<file path="src/rtl/neuron_weighted_sum.sv">
// Sequential MAC front end of a neuron: accepts N signed (x, w) pairs, adds a
// bias sampled on the first beat, and presents one saturated M-bit weighted sum.
module neuron_weighted_sum #(
  parameter int N = 4,
  parameter int W = 8,
  parameter int M = 18
) (
  input  logic         clk,
  input  logic         rst,
  input  logic         in_valid,
  output logic         in_ready,
  input  logic [W-1:0] x,
  input  logic [W-1:0] w,
  input  logic [M-1:0] bias,
  output logic         sum_valid,
  input  logic         sum_ready,
  output logic [M-1:0] sum
);

  localparam int PW = 2 * W;
  localparam int CW = (N > 1) ? $clog2(N) : 1;
  // Wide enough that N full-scale products plus any bias can never wrap.
  localparam int A  = ((M > PW + CW) ? M : PW + CW) + 1;

  typedef enum logic {
    ST_ACC,
    ST_DONE
  } state_t;

  state_t               state;
  state_t               state_next;
  logic [CW-1:0]        cnt;
  logic signed [A-1:0]  acc;
  logic signed [A-1:0]  acc_base;
  logic signed [A-1:0]  acc_next;
  logic signed [PW-1:0] xs;
  logic signed [PW-1:0] ws;
  logic signed [PW-1:0] prod;
  logic [M-1:0]         sat;
  logic                 accept;
  logic                 last;
  logic                 in_range;

  assign accept = in_valid & in_ready;
  assign last   = (cnt == CW'(N - 1));

  assign xs       = PW'($signed(x));
  assign ws       = PW'($signed(w));
  assign prod     = xs * ws;
  assign acc_base = (cnt == '0) ? A'($signed(bias)) : acc;
  assign acc_next = acc_base + A'(prod);

  // The value fits in M bits exactly when every bit above the M-bit sign bit
  // equals it.
  assign in_range = (&acc_next[A-1:M-1]) | ~(|acc_next[A-1:M-1]);

  // NOTE: every signal written in always_comb gets a default first, so no path
  // leaves it unassigned and no latch is inferred.
  always_comb begin
    sat = acc_next[M-1:0];
    if (!in_range) begin
      sat = acc_next[A-1] ? {1'b1, {(M-1){1'b0}}} : {1'b0, {(M-1){1'b1}}};
    end
  end

  always_comb begin
    state_next = state;
    case (state)
      ST_ACC:  if (accept && last) state_next = ST_DONE;
      ST_DONE: if (sum_ready)      state_next = ST_ACC;
      default: state_next = ST_ACC;
    endcase
  end

  // NOTE: sequential state uses non-blocking assignments so every flop samples
  // the pre-edge values regardless of statement order.
  always_ff @(posedge clk or posedge rst) begin
    if (rst) begin
      state     <= ST_ACC;
      cnt       <= '0;
      acc       <= '0;
      in_ready  <= 1'b1;
      sum_valid <= 1'b0;
      sum       <= '0;
    end else begin
      state     <= state_next;
      in_ready  <= (state_next == ST_ACC);
      sum_valid <= (state_next == ST_DONE);
      if (accept) begin
        acc <= acc_next;
        if (last) begin
          cnt <= '0;
          sum <= sat;
        end else begin
          cnt <= cnt + 1'b1;
        end
      end else if (sum_valid && sum_ready) begin
        acc <= '0;
      end
    end
  end

endmodule

</file>
<file path="config.mk">
export PLATFORM = sky130hd
export DESIGN_NAME = neuron_weighted_sum
export DESIGN_NICKNAME = d
export VERILOG_FILES = /design/src/rtl/neuron_weighted_sum.sv
export SDC_FILE = /design/constraint.sdc
export NUM_CORES = 1
export LEC_CHECK = 0
export CORE_MARGIN = 3
export CORE_UTILIZATION = 30
export CTS_CLUSTER_SIZE = 25
export DETAILED_ROUTE_END_ITERATION = 6
export GPL_ROUTABILITY_DRIVEN = 1
export GPL_TIMING_DRIVEN = 0
export SYNTH_ARGS = -nofsm -noshare
export SYNTH_HDL_FRONTEND = slang
export SYNTH_SLANG_ARGS = --single-unit
export TNS_END_PERCENT = 100
</file>
<file path="constraint.sdc">
create_clock -name clk -period 17.3 [get_ports clk]
set_input_delay 2.595 -clock clk [delete_from_list [all_inputs] [get_ports clk]]
set_output_delay 2.595 -clock clk [all_outputs]
set_load 0.01 [all_outputs]
</file>
==> results of run 1 <==
==> cell type report <==
cell class | instances | area share, %
flip-flops and latches | 41 | 16.5
clock buffers | 5 | 2.01
well taps | 220 | 4.43
plain buffers | 11 | 1.27
multi-input cells | 364 | 60.8
clock inverters | 3 | 0.282
repair buffers | 56 | 9.02
inverters | 94 | 5.68
==> per-layer routing <==
metal,part of all wire [%],vias to the layer above,track usage [%]
li1,-,1754,-
met1,46,1892,17.0
met2,50,65,21.3
met3,3.6,12,2.21
met4,1.2,0,2.29
met5,0,-,0
==> cell families after synthesis <==
| group | synth area share [%] |
|---|---|
| muxes | 4.06 |
| adders and majority gates | 43.3 |
| xor gates and xnor gates | 3.49 |
| and+or+nand+nor | 10.6 |
| buffers and inverters | 8.24 |
| AOI/OAI and AO/OA | 10.7 |
| DFF | 19.6 |
==> registers in the layout, summed over array words and instances, names as in the netlist <==
signal    cells
state         1
cnt           2
sum          18
acc          19
in_ready      1
==> cells in the final DEF, fill, tap and decap left out, types with 3 or more instances in the layout <==
master            n
o21ai_1           6
mux2i_1          19
nor2_1           28
o21ai_2          10
ha_1             47
a22o_1           17
o21ai_0           9
a211oi_1          3
clkbuf_16         5
a21o_1            4
o221a_2           3
clkdlybuf4s50_1  56
dfrtp_1          40
clkbuf_1          5
xor2_1            9
xnor2_1          10
inv_1            91
fa_1             84
a21oi_1           8
o31ai_1           3
nand2_1          50
and2_1           34
==> through the flow <==
| stage | instances | instance area, sq um | hold WS [ns] |
|---|---|---|---|
| after floorplan | 510 | 5240 | 0.446 |
| after global placement | 786 | 6070 | 0.470 |
| after detailed placement | 786 | 6070 | 0.476 |
| after CTS | 794 | 6220 | 0.489 |
| after global routing | 794 | 6220 | 0.512 |
| final | 794 | 6220 | 0.484 |
==> worst reg2reg max path, stage by stage (launching register included) <==
cell           delay, ns
dfrtp_1             0.40
inv_1               0.08
ha_1                0.16
buf_6               0.18
buf_1               0.66
mux2i_1             0.24
fa_1                0.58
inv_1               0.05
fa_1                0.49
inv_1               0.05
fa_1                0.51
inv_1               0.06
fa_1                0.44
fa_1                0.47
ha_1                0.37
a21o_1              0.18
nand2_1             0.08
a31oi_1             0.14
o31ai_1             0.41
o21ai_1             0.15
xor2_1              0.19
ha_1                0.44
dlygate4sd3_1       0.82
nor2_1              0.11
o21ai_2             0.12
==> worst min path at each step <==
stage	end	slack, ns	depth (start not counted)
floorplan	acc[7]	0.45	2
global placement	sum[2]	0.47	2
detailed placement	sum[3]	0.48	2
CTS	sum[3]	0.49	2
global route	acc[0]	0.51	1
finish	sum[6]	0.48	2
==> impl_metrics.json, run 1 <==
{
  "cp-startpoint": "w[0]",
  "fin_nets": 742,
  "cts_max_path_buffers": 2,
  "worst_slack_ns": 8.05,
  "synth_top_cell_by_area": "fa_1",
  "core_area_sq_um": 16800,
  "setup-violations-final": 0,
  "initial_core_util_pct": 31.1,
  "die_area_sq_um": 19100,
  "fin_crit_ns": 9.25,
  "diodes": 0,
  "timing.rr.start": "cnt[0]",
  "ant_nets": 0,
  "gp_congestion": 0.811,
  "wl_per_cell_um": 14.5,
  "reg2reg_slack_ns": 9.84,
  "cts_resized": 0,
  "synth_area_leaders": "fa_1 32%, dfrtp_1 19%, ha_1 11%",
  "netlist.area_leader.share_pct": 32.1,
  "cp.depth": 20,
  "die_w_um": 138,
  "synth_cells": 510,
  "end_kind": "flip-flop",
  "worst_ep_arrival_time_ns": 9.46,
  "crit_path_max_fanout": 11,
  "fp.dieH_um": 138,
  "worstPathRequired_ns": 17.51,
  "cp-start-kind": "primary input",
  "clock_sinks": 41,
  "synth_most_common_cell": "inv_1",
  "ys_seq_area_share_pct": 19.6,
  "max_stage_delay_ns": 0.82,
  "relSlewSlack_pct": 36.4,
  "areaGrowthSynthToFinish_pct": 18.7,
  "io_pins": 58,
  "drc_errors": 0,
  "r2r_end": "sum[2]",
  "drt-total-wl_mm": 11.5,
  "ys_types": 45,
  "synth_flop_cell": "dfrtp_1",
  "via_per_inst": 4.69,
  "multiInputGateArea_sq_um": 3780,
  "rsz0062_at_grt": "false",
  "gr-total-overflow": 0,
  "cap_violations": 0,
  "htreeDepth": 2,
  "firstDrtPassIters": 5,
  "syn_nets": 679,
  "tns_ns": 0,
  "synth_common_cells": "92 x inv_1, 84 x fa_1, 50 x nand2_1",
  "drive_gt1_share_pct": 5.92,
  "synthArstFlopShare_pct": 100,
  "crit_chain": "clkdlybuf4s50_1, and2_1, inv_1, fa_1, inv_1, fa_1, fa_1, fa_1, fa_1, ha_1, a21o_1, nand2_1, a31oi_1, o31ai_1, o21ai_1, xor2_1, ha_1, dlygate4sd3_1, nor2_1, o21ai_2",
  "fin_crit_sh_pct": 53.5,
  "status": "finished clean",
  "clock_latency_ns": 0.28,
  "hold_start": "sum[6]",
  "hold_path.class": "flip-flop to flip-flop",
  "rows": 47,
  "synth_edf_count": 0,
  "cts_tree": "built",
  "ys.warnings.count": 0,
  "cts_buffers": 5,
  "grt_max_degree": 42,
  "hold_viol": 0,
  "ff2ff_path_depth": 24,
  "synth_seq_cells": 41,
  "fin_skew_ns": 0.00419,
  "grt_pass1_wl_mm": 19.9,
  "grt_pass1_vias": 4086,
  "drv_slew": 0,
  "vias": 3723,
  "gr-usage-all-layers_pct": 12.5,
  "dr.first_iter.drc_count": 122,
  "hold_buffers": 0,
  "synth_area_sq_um": 5240,
  "root_buffer": "clkbuf_16",
  "worst-path-buf-inv": 4,
  "seq_area_sq_um": 1030,
  "io_buffers": 56,
  "cpMaxStageDelayCell": "dlygate4sd3_1",
  "crit_path_end": "sum[2]",
  "avgSynthCellArea_sq_um": 10.3,
  "dp_hpwl_mm": 10.0,
  "cp_top_family": "adder cells",
  "antenna_found_initial": 0,
  "postCtsSetupRepairBufs": 0,
  "max_freq_mhz": 108,
  "clk_pin_slew_ns": 0.06,
  "dp_worst_setup_slack_ns": 7.69,
  "crit_path_frequent_cell": "fa_1",
  "num-fill-cells": 1712,
  "finish.utilization_pct": 37.0,
  "path_class": "primary input to flip-flop",
  "worstMarginPinSlew_ns": 0.954
}
Power of run 1 is not shown: default switching activity piles up to over one toggle a cycle in this logic, so the estimate is an artifact.
==> run 2, diff against run 1 <==
- clock period: 17.3 -> 8.1 ns (I/O delays scaled with it)
==> impl_metrics.json, run 2 (synthesized netlist as in run 1, its figures left out) <==
{
  "status": "finished clean",
  "firstDrtPassIters": 5,
  "grt_pass1_wl_mm": 19.9,
  "relSlewSlack_pct": 36.8,
  "hold_buffers": 0,
  "drt-total-wl_mm": 11.5,
  "vias": 3726,
  "antenna_found_initial": 0,
  "rsz0062_at_grt": "false",
  "fin_crit_ns": 7.64,
  "io_buffers": 56,
  "gr-total-overflow": 0,
  "io_pins": 58,
  "ant_nets": 0,
  "crit_path_max_fanout": 10,
  "grt_max_degree": 42,
  "timing.rr.start": "cnt[0]",
  "drc_errors": 0,
  "max_freq_mhz": 131,
  "worstMarginPinSlew_ns": 0.947,
  "cts_tree": "built",
  "largest_register_ffs": 19,
  "gr-usage-all-layers_pct": 12.5,
  "final_cell_mix": "90 x inv_1, 84 x fa_1, 56 x clkdlybuf4s50_1",
  "fin_nets": 744,
  "dr.first_iter.drc_count": 121,
  "clk_pin_slew_ns": 0.06,
  "cp-start-kind": "primary input",
  "cap_violations": 0,
  "clock_sinks": 41,
  "setup-violations-final": 0,
  "wl_per_cell_um": 14.5,
  "biggestRegsByFlops": "acc (19), sum (18), cnt (2)",
  "die_area_sq_um": 19100,
  "hold_path.class": "flip-flop to flip-flop",
  "areaGrowthSynthToFinish_pct": 19.0,
  "path_class": "primary input to flip-flop",
  "fin_skew_ns": 0.00400,
  "min_path_cells": 2,
  "worst_ep_arrival_time_ns": 7.85,
  "drv_slew": 0,
  "final_common_cell": "inv_1",
  "end_kind": "flip-flop",
  "cts_buffers": 5,
  "die_w_um": 138,
  "gp_congestion": 0.811,
  "reg2reg_slack_ns": 0.59,
  "initial_core_util_pct": 31.1,
  "via_per_inst": 4.68,
  "rows": 47,
  "diodes": 0,
  "root_buffer": "clkbuf_16",
  "whs_endpoint": "sum[6]",
  "num-fill-cells": 1705,
  "largest-register": "acc",
  "clock_latency_ns": 0.28,
  "hold_viol": 0,
  "fp.dieH_um": 138,
  "htreeDepth": 2,
  "cts_max_path_buffers": 2,
  "core_area_sq_um": 16800,
  "fin_crit_sh_pct": 94.4,
  "placedCellCount": 786,
  "hold_start": "sum[6]",
  "dp_hpwl_mm": 10.0,
  "r2r_end": "sum[2]",
  "final_cells": 796,
  "drive_gt1_share_pct": 6.42,
  "grt_pass1_vias": 4086,
  "ff2ff_path_depth": 24,
  "worstPathRequired_ns": 8.31
}
run 2: cell types whose count changed in the layout (fill, tap and decap cells not counted):
cell,delta
buf_4,+2
inv_1,-1
clkinvlp_4,+1
run 2: what timing repair did:
item / 4_1_cts / 5_1_grt
buffers inserted: 0 / 2
setup endpoints to repair: 0 / 10
resized for setup: 0 / 1
run 2: how the worst max path moves through the flow:
| stage | from | end | slack [ns] | cells after the start |
|---|---|---|---|---|
| after floorplan | w[0] | sum[10] | 1.22 | 19 |
| after global placement | w[0] | sum[9] | -0.06 | 20 |
| after detailed placement | w[0] | sum[2] | -0.13 | 20 |
| after CTS | x[7] | sum[2] | 0.15 | 20 |
| after global routing | x[7] | sum[11] | 0.15 | 20 |
| final | x[7] | sum[2] | 0.46 | 20 |
run 2: through the flow:
| stage | util (%) | setup slack, ns | hold WS (ns) | TNS [ns] | instance area [sq um] |
|---|---|---|---|---|---|
| after floorplan | - | 1.22 | 0.446 | 0 | 5240 |
| after global placement | 36.1 | -0.0624 | 0.470 | -0.493 | 6070 |
| after detailed placement | 36.1 | -0.130 | 0.476 | -1.07 | 6070 |
| after CTS | 37.0 | 0.148 | 0.489 | 0 | 6220 |
| after global routing | 37.1 | 0.151 | 0.512 | 0 | 6230 |
| final | 37.1 | 0.456 | 0.484 | 0 | 6230 |
run 2: final cells by class:
type	instances	area (sq um)	area share [%]
Inverter	94	357	5.72
Tap cell	220	275	4.42
Sequential cell	41	1030	16.5
Clock inverter	3	17.5	0.281
Clock buffer	5	125	2.01
Timing Repair Buffer	58	576	9.23
Multi-Input combinational cell	364	3780	60.6
Buffer	11	78.8	1.26
run 2: critical path: stages:
cell,delay (ns)
clkdlybuf4s50_1,0.66
and2_1,0.25
clkinvlp_4,0.12
fa_1,0.49
inv_1,0.05
fa_1,0.48
fa_1,0.58
fa_1,0.45
fa_1,0.49
ha_1,0.37
a21o_1,0.18
nand2_1,0.08
a31oi_1,0.14
o31ai_1,0.42
o21ai_1,0.17
xor2_1,0.20
ha_1,0.45
dlygate4sd3_1,0.83
nor2_1,0.11
o21ai_2,0.12
run 2: layer usage:
layer  routed length (um)  track usage, %
met1                 5270            17.0
met2                 5730            21.3
met3                  399            2.21
met4                  137            2.29
met5                    0               0
Power of run 2 is left out for the same reason.
